**config.mk**
```make
export PLATFORM = sky130hd
export DESIGN_NAME = timer_flat
export DESIGN_NICKNAME = d
export VERILOG_FILES = /design/src/rtl/timer_if.sv /design/src/rtl/timer.sv /design/src/flat_wrapper.sv
export SDC_FILE = /design/constraint.sdc
export NUM_CORES = 1
export LEC_CHECK = 0
export ABC_AREA = 1
export CORE_MARGIN = 5
export CORE_UTILIZATION = 53
export CTS_CLUSTER_DIAMETER = 60
export DETAILED_ROUTE_END_ITERATION = 16
export GPL_TIMING_DRIVEN = 1
export PLACE_DENSITY = 0.8
export RECOVER_POWER = 50
export SLEW_MARGIN = 10
export SYNTH_ARGS = -nofsm -noshare
export SYNTH_HDL_FRONTEND = slang
export SYNTH_SLANG_ARGS = --single-unit
```
**constraint.sdc**
```tcl
create_clock -name clk -period 2.1 [get_ports clk]
set_clock_uncertainty 0.1 [all_clocks]
set_input_delay 0.21 -clock clk [delete_from_list [all_inputs] [get_ports clk]]
set_output_delay 0.21 -clock clk [all_outputs]
set_load 0.05 [all_outputs]
```
**src/rtl/timer_if.sv**
```systemverilog
// timer_if: peripheral-bus signals between the CPU bus fabric and the timer.
// The bus side drives address/strobe/data; the timer returns read data and
// its interrupt request.
interface timer_if;
    logic [1:0]  addr;
    logic        we;
    logic [31:0] write_data;
    logic [31:0] read_data;
    logic        irq;

    modport master (
        output addr,
        output we,
        output write_data,
        input  read_data,
        input  irq
    );

    modport slave (
        input  addr,
        input  we,
        input  write_data,
        output read_data,
        output irq
    );
endinterface

```
**src/rtl/timer.sv**
```systemverilog
// timer: memory-mapped countdown timer with CTRL/PRESET/COUNT registers and a
// registered interrupt request (irq = flag & IM).
// Optional feature macro: TIMER_AUTO_RELOAD_EN. When defined, CTRL.MODE=1
// reloads COUNT from PRESET after every terminal count; when undefined, MODE
// reads 0, ignores writes and every terminal count behaves as one-shot.
module timer (
    input  logic   clk,
    input  logic   reset,
    timer_if.slave bus
);
    typedef enum logic [1:0] {
        IDLE = 2'd0,
        LOAD = 2'd1,
        CNT  = 2'd2,
        INT  = 2'd3
    } state_t;

    state_t      state_q, state_d;
    logic        en_q, en_d;
    logic        im_q, im_d;
    logic [31:0] preset_q, preset_d;
    logic [31:0] count_q, count_d;
    logic        flag_q, flag_d;
    logic        irq_q, irq_d;
    logic        tc_set;
    logic        reload_en;
    logic [1:0]  mode_q;
    logic        ctrl_wr;
    logic        preset_wr;
    logic [31:0] rdata;
    logic        unused_wdata;

    assign ctrl_wr   = bus.we && (bus.addr == 2'd0);
    assign preset_wr = bus.we && (bus.addr == 2'd1);

`ifdef TIMER_AUTO_RELOAD_EN
    logic [1:0] mode_d;

    // MODE field: stored exactly as written, only MODE=1 selects reload
    always_comb begin
        mode_d = mode_q;
        if (ctrl_wr) begin
            mode_d = bus.write_data[2:1];
        end
    end

    // MODE register
    always_ff @(posedge clk) begin
        if (reset) begin
            mode_q <= 2'd0;
        end else begin
            mode_q <= mode_d;
        end
    end

    assign reload_en    = (mode_q == 2'd1);
    assign unused_wdata = ^bus.write_data[31:4];
`else
    // Without auto-reload the MODE field does not exist and reads as zero
    assign mode_q       = 2'd0;
    assign reload_en    = 1'b0;
    assign unused_wdata = ^{bus.write_data[31:4], bus.write_data[2:1]};
`endif

    // Next-state logic: countdown FSM first, then bus writes layered on top
    always_comb begin
        state_d  = state_q;
        en_d     = en_q;
        im_d     = im_q;
        preset_d = preset_q;
        count_d  = count_q;
        flag_d   = flag_q;
        tc_set   = 1'b0;

        case (state_q)
            IDLE: begin
                if (en_q) begin
                    state_d = LOAD;
                end
            end
            LOAD: begin
                count_d = preset_q;
                state_d = CNT;
            end
            CNT: begin
                if (!en_q) begin
                    state_d = IDLE;
                end else if (count_q == 32'd0) begin
                    state_d = INT;
                    flag_d  = 1'b1;
                    tc_set  = 1'b1;
                end else begin
                    count_d = count_q - 32'd1;
                end
            end
            INT: begin
                if (reload_en) begin
                    flag_d  = 1'b0;
                    state_d = LOAD;
                end else begin
                    en_d    = 1'b0;
                    state_d = IDLE;
                end
            end
            default: begin
                state_d = IDLE;
            end
        endcase

        // A CTRL write overrides the FSM's own EN update. A terminal count on
        // the same edge still raises the flag so the interrupt is not lost.
        if (ctrl_wr) begin
            en_d = bus.write_data[0];
            im_d = bus.write_data[3];
            if (!tc_set) begin
                flag_d = 1'b0;
            end
        end

        if (preset_wr) begin
            preset_d = bus.write_data;
        end

        irq_d = flag_d & im_d;
    end

    // State and register file update
    always_ff @(posedge clk) begin
        if (reset) begin
            state_q  <= IDLE;
            en_q     <= 1'b0;
            im_q     <= 1'b0;
            preset_q <= 32'd0;
            count_q  <= 32'd0;
            flag_q   <= 1'b0;
            irq_q    <= 1'b0;
        end else begin
            state_q  <= state_d;
            en_q     <= en_d;
            im_q     <= im_d;
            preset_q <= preset_d;
            count_q  <= count_d;
            flag_q   <= flag_d;
            irq_q    <= irq_d;
        end
    end

    // Combinational register read
    always_comb begin
        rdata = 32'd0;
        case (bus.addr)
            2'd0:    rdata = {28'd0, im_q, mode_q, en_q};
            2'd1:    rdata = preset_q;
            2'd2:    rdata = count_q;
            default: rdata = 32'd0;
        endcase
    end

    assign bus.read_data = rdata;
    assign bus.irq       = irq_q;
endmodule
```
**src/flat_wrapper.sv**
```systemverilog
// flat-port wrapper written by rule: the top's interface ports become plain ports
module timer_flat 
  (clk, reset, bus_addr, bus_we, bus_write_data, bus_read_data, bus_irq);
  timer_if bus_i ();
  input  logic clk;
  input  logic reset;
  input wire logic [$bits(bus_i.addr)-1:0] bus_addr;
  input wire logic [$bits(bus_i.we)-1:0] bus_we;
  input wire logic [$bits(bus_i.write_data)-1:0] bus_write_data;
  output wire logic [$bits(bus_i.read_data)-1:0] bus_read_data;
  output wire logic [$bits(bus_i.irq)-1:0] bus_irq;
  assign bus_i.addr = bus_addr;
  assign bus_i.we = bus_we;
  assign bus_i.write_data = bus_write_data;
  assign bus_read_data = bus_i.read_data;
  assign bus_irq = bus_i.irq;
  timer u_core (.clk(clk), .reset(reset), .bus(bus_i));
endmodule
```
==> results of run 1 <==
[cells in the mapped netlist]
cell	instances
nand2_1	137
nor2_1	92
inv_1	84
o21ai_0	77
dfxtp_1	70
a21oi_1	51
nand3_1	37
o22ai_1	30
clkbuf_1	22
o21ai_1	13
nor2_2	8
a21oi_2	5
ha_1	5
nand4_1	5
nand2_2	4
buf_1	3
buf_6	3
buf_4	2
nand2_4	2
nor2_8	2
nor3_1	2
buf_2	1
clkinv_1	1
nand3_4	1
nor2_4	1
o211a_1	1
o211ai_1	1
o221ai_1	1
xor2_1	1
[registers in the layout (all words and copies together), names as in the netlist]
register / cells
u_core.bus.irq: 1
u_core.count_q: 32
u_core.en_q: 1
u_core.flag_q: 1
u_core.im_q: 1
u_core.preset_q: 32
u_core.state_q: 2
[report_power, final]
part / internal [mW] / switching (mW) / total, mW
combinational: 1.25 / 2.57 / 3.82
sequential: 1.52 / 0.194 / 1.71
clock: 0.977 / 0.540 / 1.52
total: 3.75 / 3.30 / 7.05
[cells in the final DEF, fill, tap and decap left out, types with 3 or more instances in the layout]
cell             Yosys  final
nor2_4               1      3
ha_1                 5      3
clkdlybuf4s15_2      0     11
buf_12               0     22
nor2_2               8      7
bufinv_16            0      4
nand2_1            137    136
clkbuf_8             0     11
nand3_1             37     37
a21oi_2              5      5
o22ai_1             30     30
nor2_1              92     92
a21oi_1             51     51
dfxtp_1             70     70
o21ai_1             13     14
buf_4                2     12
clkdlybuf4s50_1      0     36
o21ai_0             77     76
nand2_2              4      5
inv_1               84     84
nand4_1              5      5
[cells by family after synthesis]
family | share of synthesized area [%]
adder cells (fa/ha/maj) | 1.506
AND/OR/NAND/NOR | 30.14
flip-flops | 33.72
buffers and inverters | 11.23
AO/OA/AOI/OAI | 23.19
XOR/XNOR | 0.2108
[layer usage]
metal	track usage (%)	wire, um	up-vias
li1	-	-	2298
met1	31.30	5434	2118
met2	43.99	6099	179
met3	4.105	710	31
met4	10.08	335	0
met5	0	0	-
[worst register-to-register path, cell delays in order, from the launching register on]
cell and delay (ns):
dfxtp_1 0.33, inv_1 0.08, ha_2 0.23, nand2_2 0.16, nor2_8 0.06, nand2_2 0.08, nor2_4 0.05, nand2_4 0.08
nand2_4 0.09, nor2_4 0.39, nand2_1 0.12, a21oi_2 0.13
[what timing repair did]
| item | in CTS | in global routing |
|---|---|---|
| setup endpoints to repair | 0 | 15 |
| gates resized for setup | 0 | 4 |
| buffers inserted | 0 | 0 |
[final cells by class]
type	count	share of cell area (%)
clock buffers	11	2.759
clock inverters	5	2.349
inverters	85	5.815
multi-input cells	477	42.30
flip-flops and latches	70	25.54
well taps	102	2.326
repair buffers	85	18.91
[worst max path at each step]
stage                         end  cells after the start
4_1_cts         u_core.count_q[3]                     11
3_5_place_dp    u_core.count_q[5]                      9
5_1_grt        u_core.count_q[31]                     11
6_report        bus_read_data[16]                      7
3_3_place_gp    bus_read_data[28]                      7
2_1_floorplan   bus_read_data[15]                      5
==> results_dict.tcl, run 1 <==
set metrics [dict create \
    multi_input_area_mm2 0.002321 \
    hold_buffers 0 \
    fin_area_mm2 0.005487 \
    finalWorstSetupSlack_ns 0.1095 \
    core-area_mm2 0.007687 \
    wl_per_cell_um 15.06 \
    max_stage_delay_ns 0.47 \
    grt_max_degree 51 \
    viasPerCell 5.540 \
    reg2reg_depth 11 \
    ys_types 29 \
    postRouteAntennaNets 0 \
    io_buffers 69 \
    required_ns 1.79 \
    drcViolationCount 0 \
    slew_viol_final 0 \
    fp.dieArea_mm2 0.009711 \
    hold_viol 0 \
    cp.arrival_ns 1.68 \
    synth_largest_area_cell "dfxtp_1" \
    grt_first_pass_wirelength_um 20460 \
    pwr_density_cell_mw_per_mm2 1285 \
    drt_iter0_drc 327 \
    ctsRootBufferMaster "clkbuf_8" \
    seq_area_mm2 0.001401 \
    p_total_mw 7.048 \
    preCtsSetupSlack_ns 0.1451 \
    dpl_cell_area_mm2 0.005294 \
    syn_area_per_cell_um2 6.277 \
    ys_top_cells_by_area "dfxtp_1, nand2_1, o21ai_0" \
    status "complete, no violations" \
    hold_start "bus_write_data[3]" \
    regToRegStartpoint "u_core.count_q[0]" \
    fin_util_pct 71.37 \
    gp_congestion 0.9712 \
    path_cells "clkdlybuf4s50_1, inv_1, nor2_1, inv_1, buf_4, o22ai_1, clkdlybuf4s15_2" \
    worstSetupStartpointType "primary input" \
    yosys.area.top_type_share_pct 33.72 \
    period_share_pct 94.79 \
    drive_gt1_share_pct 12.14 \
    grt_pass1_vias 4414 \
    crit_family "buffers and inverters" \
    synth_seq_cells 70 \
    die_y_um 98.55 \
    clk_latency_ns 0.35 \
    antenna_cells 0 \
    slew_headroom_pct 52.30 \
    maxCapViolations 0 \
    tightest_slew_ns 0.7155 \
    htree_num_levels 3 \
    path_clk_slew_ns 0.07 \
    cp-startpoint "bus_addr[0]" \
    fin_cells 835 \
    hold_end "u_core.preset_q[3]" \
    reg2reg_to "u_core.count_q[13]" \
    worst_path_most_repeated_cell "inv_1" \
    yosys_warnings 0 \
    hold_ws_ns 0.3738 \
    min_path_cells 3 \
    setup_viol 0 \
    vias 4626 \
    fillCellCount 637 \
    areaGrowthSynthToFinish_pct 32.04 \
    nNetsFinal 770 \
    post-dp-hpwl_um 8955 \
    grt_usage_pct 25.35 \
    syn-cell-area_mm2 0.004155 \
    drt_wl_total_um 12580 \
    fin_crit_ns 1.991 \
    overflow 0 \
    yosysSeqAreaShare_pct 33.72 \
    rrSetupSlack_ns 0.15 \
    tns_ns 0 \
    place_inst 818 \
    netlist_instances 662 \
    syn_nets 704 \
    initial_utilization_pct 54.05 \
    leakage_nw 2.253 \
    firstDrtPassIters 5 \
    antenna_found_initial 0 \
    fmax_ghz 0.5024 \
    cp.buffers_inverters 5 \
    hp-class "in -> reg" \
    cts_tree "yes" \
    clock-sinks 70 \
    die_x_um 98.55 \
    cts_buffers 9 \
    ios 70 \
    path_class "in -> out" \
    crit_path_end_kind "output pin" \
    critPathMaxFanout 13 \
    fp-row-count 32 \
    slowest_stage "clkdlybuf4s50_1" \
    peakVddDrop_uv 590.4 \
    cts_buffer_depth 2 \
]
No activity file was read; power rests on OpenSTA's default activity.
==> run 2, diff against run 1 <==
--- a/config.mk
+++ b/config.mk
@@ -6,7 +6,6 @@
 export NUM_CORES = 1
 export LEC_CHECK = 0
 export ABC_AREA = 1
-export CORE_MARGIN = 5
 export CORE_UTILIZATION = 53
 export CTS_CLUSTER_DIAMETER = 60
 export DETAILED_ROUTE_END_ITERATION = 16
==> run 2 against run 1 <==
  * Register-to-register slack gained 0.03 ns
  * Non-clock buffer count shrank 1
  * Combinational power grew 1%
  * Die area shrank 16%
  * Via count shrank 0.22%
  * Global-route usage grew 5.7 points
  * Sequential share of layout area grew 0.076 points
  * Setup slack gained 0.027 ns
  * Count of clock-buffer cells in the layout grew 1
  * Largest cell class unchanged
==> results_dict.tcl, run 2 (synthesis gave the netlist of run 1 again) <==
set metrics [dict create \
    fp.dieArea_mm2 0.008198 \
    reg.largest.list "u_core.count_q x32, u_core.preset_q x32, u_core.state_q x2" \
    p_total_mw 6.540 \
    grt_pass1_vias 4399 \
    pwr_density_cell_mw_per_mm2 1195 \
    overflow 0 \
    hold_buffers 0 \
    peakVddDrop_uv 569.5 \
    drive_gt1_share_pct 11.78 \
    cts_buffer_depth 2 \
    hp-class "reg -> reg" \
    cts_tree "yes" \
    leakage_nw 2.251 \
    wl_per_cell_um 15.01 \
    io_buffers 69 \
    setup_viol 0 \
    antenna_found_initial 0 \
    die_y_um 90.55 \
    cp.arrival_ns 1.65 \
    dpl_cell_area_mm2 0.005308 \
    grt_usage_pct 31.09 \
    layout_common_cells "nand2_1, nor2_1, inv_1" \
    status "complete, no violations" \
    postRouteAntennaNets 0 \
    drcViolationCount 0 \
    drt_wl_total_um 12440 \
    tns_ns 0 \
    maxCapViolations 0 \
    initial_utilization_pct 56.09 \
    nNetsFinal 769 \
    hold_viol 0 \
    antenna_cells 0 \
    viasPerCell 5.568 \
    firstDrtPassIters 5 \
    rrSetupSlack_ns 0.18 \
    fmax_ghz 0.5092 \
    required_ns 1.79 \
    ctsRootBufferMaster "clkbuf_8" \
    crit_path_end_kind "output pin" \
    drt_iter0_drc 337 \
    clk_latency_ns 0.35 \
    grt_max_degree 63 \
    slew_viol_final 0 \
    worstSetupStartpointType "primary input" \
    die_x_um 90.55 \
    areaGrowthSynthToFinish_pct 31.65 \
    grt_first_pass_wirelength_um 20770 \
    period_share_pct 93.52 \
    final_common_cell "nand2_1" \
    tightest_slew_ns 0.5240 \
    fin_area_mm2 0.005470 \
    fillCellCount 609 \
    path_clk_slew_ns 0.07 \
    core-area_mm2 0.007408 \
    ios 70 \
    vias 4616 \
    cts_buffers 9 \
    rsz0062_at_grt "no" \
    slew_headroom_pct 65.07 \
    gp_congestion 0.9388 \
    htree_num_levels 3 \
    critPathMaxFanout 31 \
    clock-sinks 70 \
    post-dp-hpwl_um 8949 \
    path_class "in -> out" \
    fin_crit_ns 1.964 \
    fp-row-count 31 \
]
[run 2: critical path: stages]
cell and delay (ns):
clkdlybuf4s50_1 0.49, inv_1 0.07, nand2_1 0.06, buf_4 0.34
o22ai_1 0.12, clkdlybuf4s18_2 0.35
[run 2: final timing paths]
path                         endpoint  cells after the start                start
setup reg to reg    u_core.count_q[3]                     11    u_core.count_q[0]
hold reg to reg   u_core.preset_q[26]                      2  u_core.preset_q[26]
setup / recovery    bus_read_data[16]                      6          bus_addr[0]
hold / removal    u_core.preset_q[26]                      2  u_core.preset_q[26]
[run 2: through the flow]
step	util (%)	hold slack [ns]	worst slack, ns	std cells
finish	73.84	0.3758	0.1361	829
CTS	73.74	0.3749	0.1057	828
floorplan	-	0.2660	0.2348	662
global route	73.84	0.3953	0.01353	829
global placement	71.64	0.3607	0.2280	814
detailed placement	71.64	0.3623	0.1435	814
[run 2: final cells by class]
cell class	instances	area (um2)	share of cell area [%]
Clock buffer	12	145.1	2.653
Multi-Input combinational cell	477	2323	42.47
Sequential cell	70	1401	25.62
Clock inverter	2	10.01	0.1830
Tap cell	99	123.9	2.264
Timing Repair Buffer	84	1147	20.97
Inverter	85	319.1	5.833
[run 2: routing by layer]
| metal | routed length [um] | track usage, % |
|---|---|---|
| met1 | 5514 | 39.60 |
| met2 | 5941 | 52.15 |
| met3 | 715 | 4.630 |
| met4 | 273 | 13.04 |
| met5 | 0 | 0 |
[run 2: what timing repair did]
item                                    in CTS  in global routing
resized for setup                            0                  6
buffers inserted                             0                  0
endpoints found under the setup margin       0                 10
[run 2: power by group]
part | internal [mW] | leakage (nW) | switching [mW]
registers | 1.52 | 0.572 | 0.201
logic | 1.30 | 1.60 | 2.57
clock network | 0.446 | 0.0821 | 0.509
total | 3.26 | 2.25 | 3.28
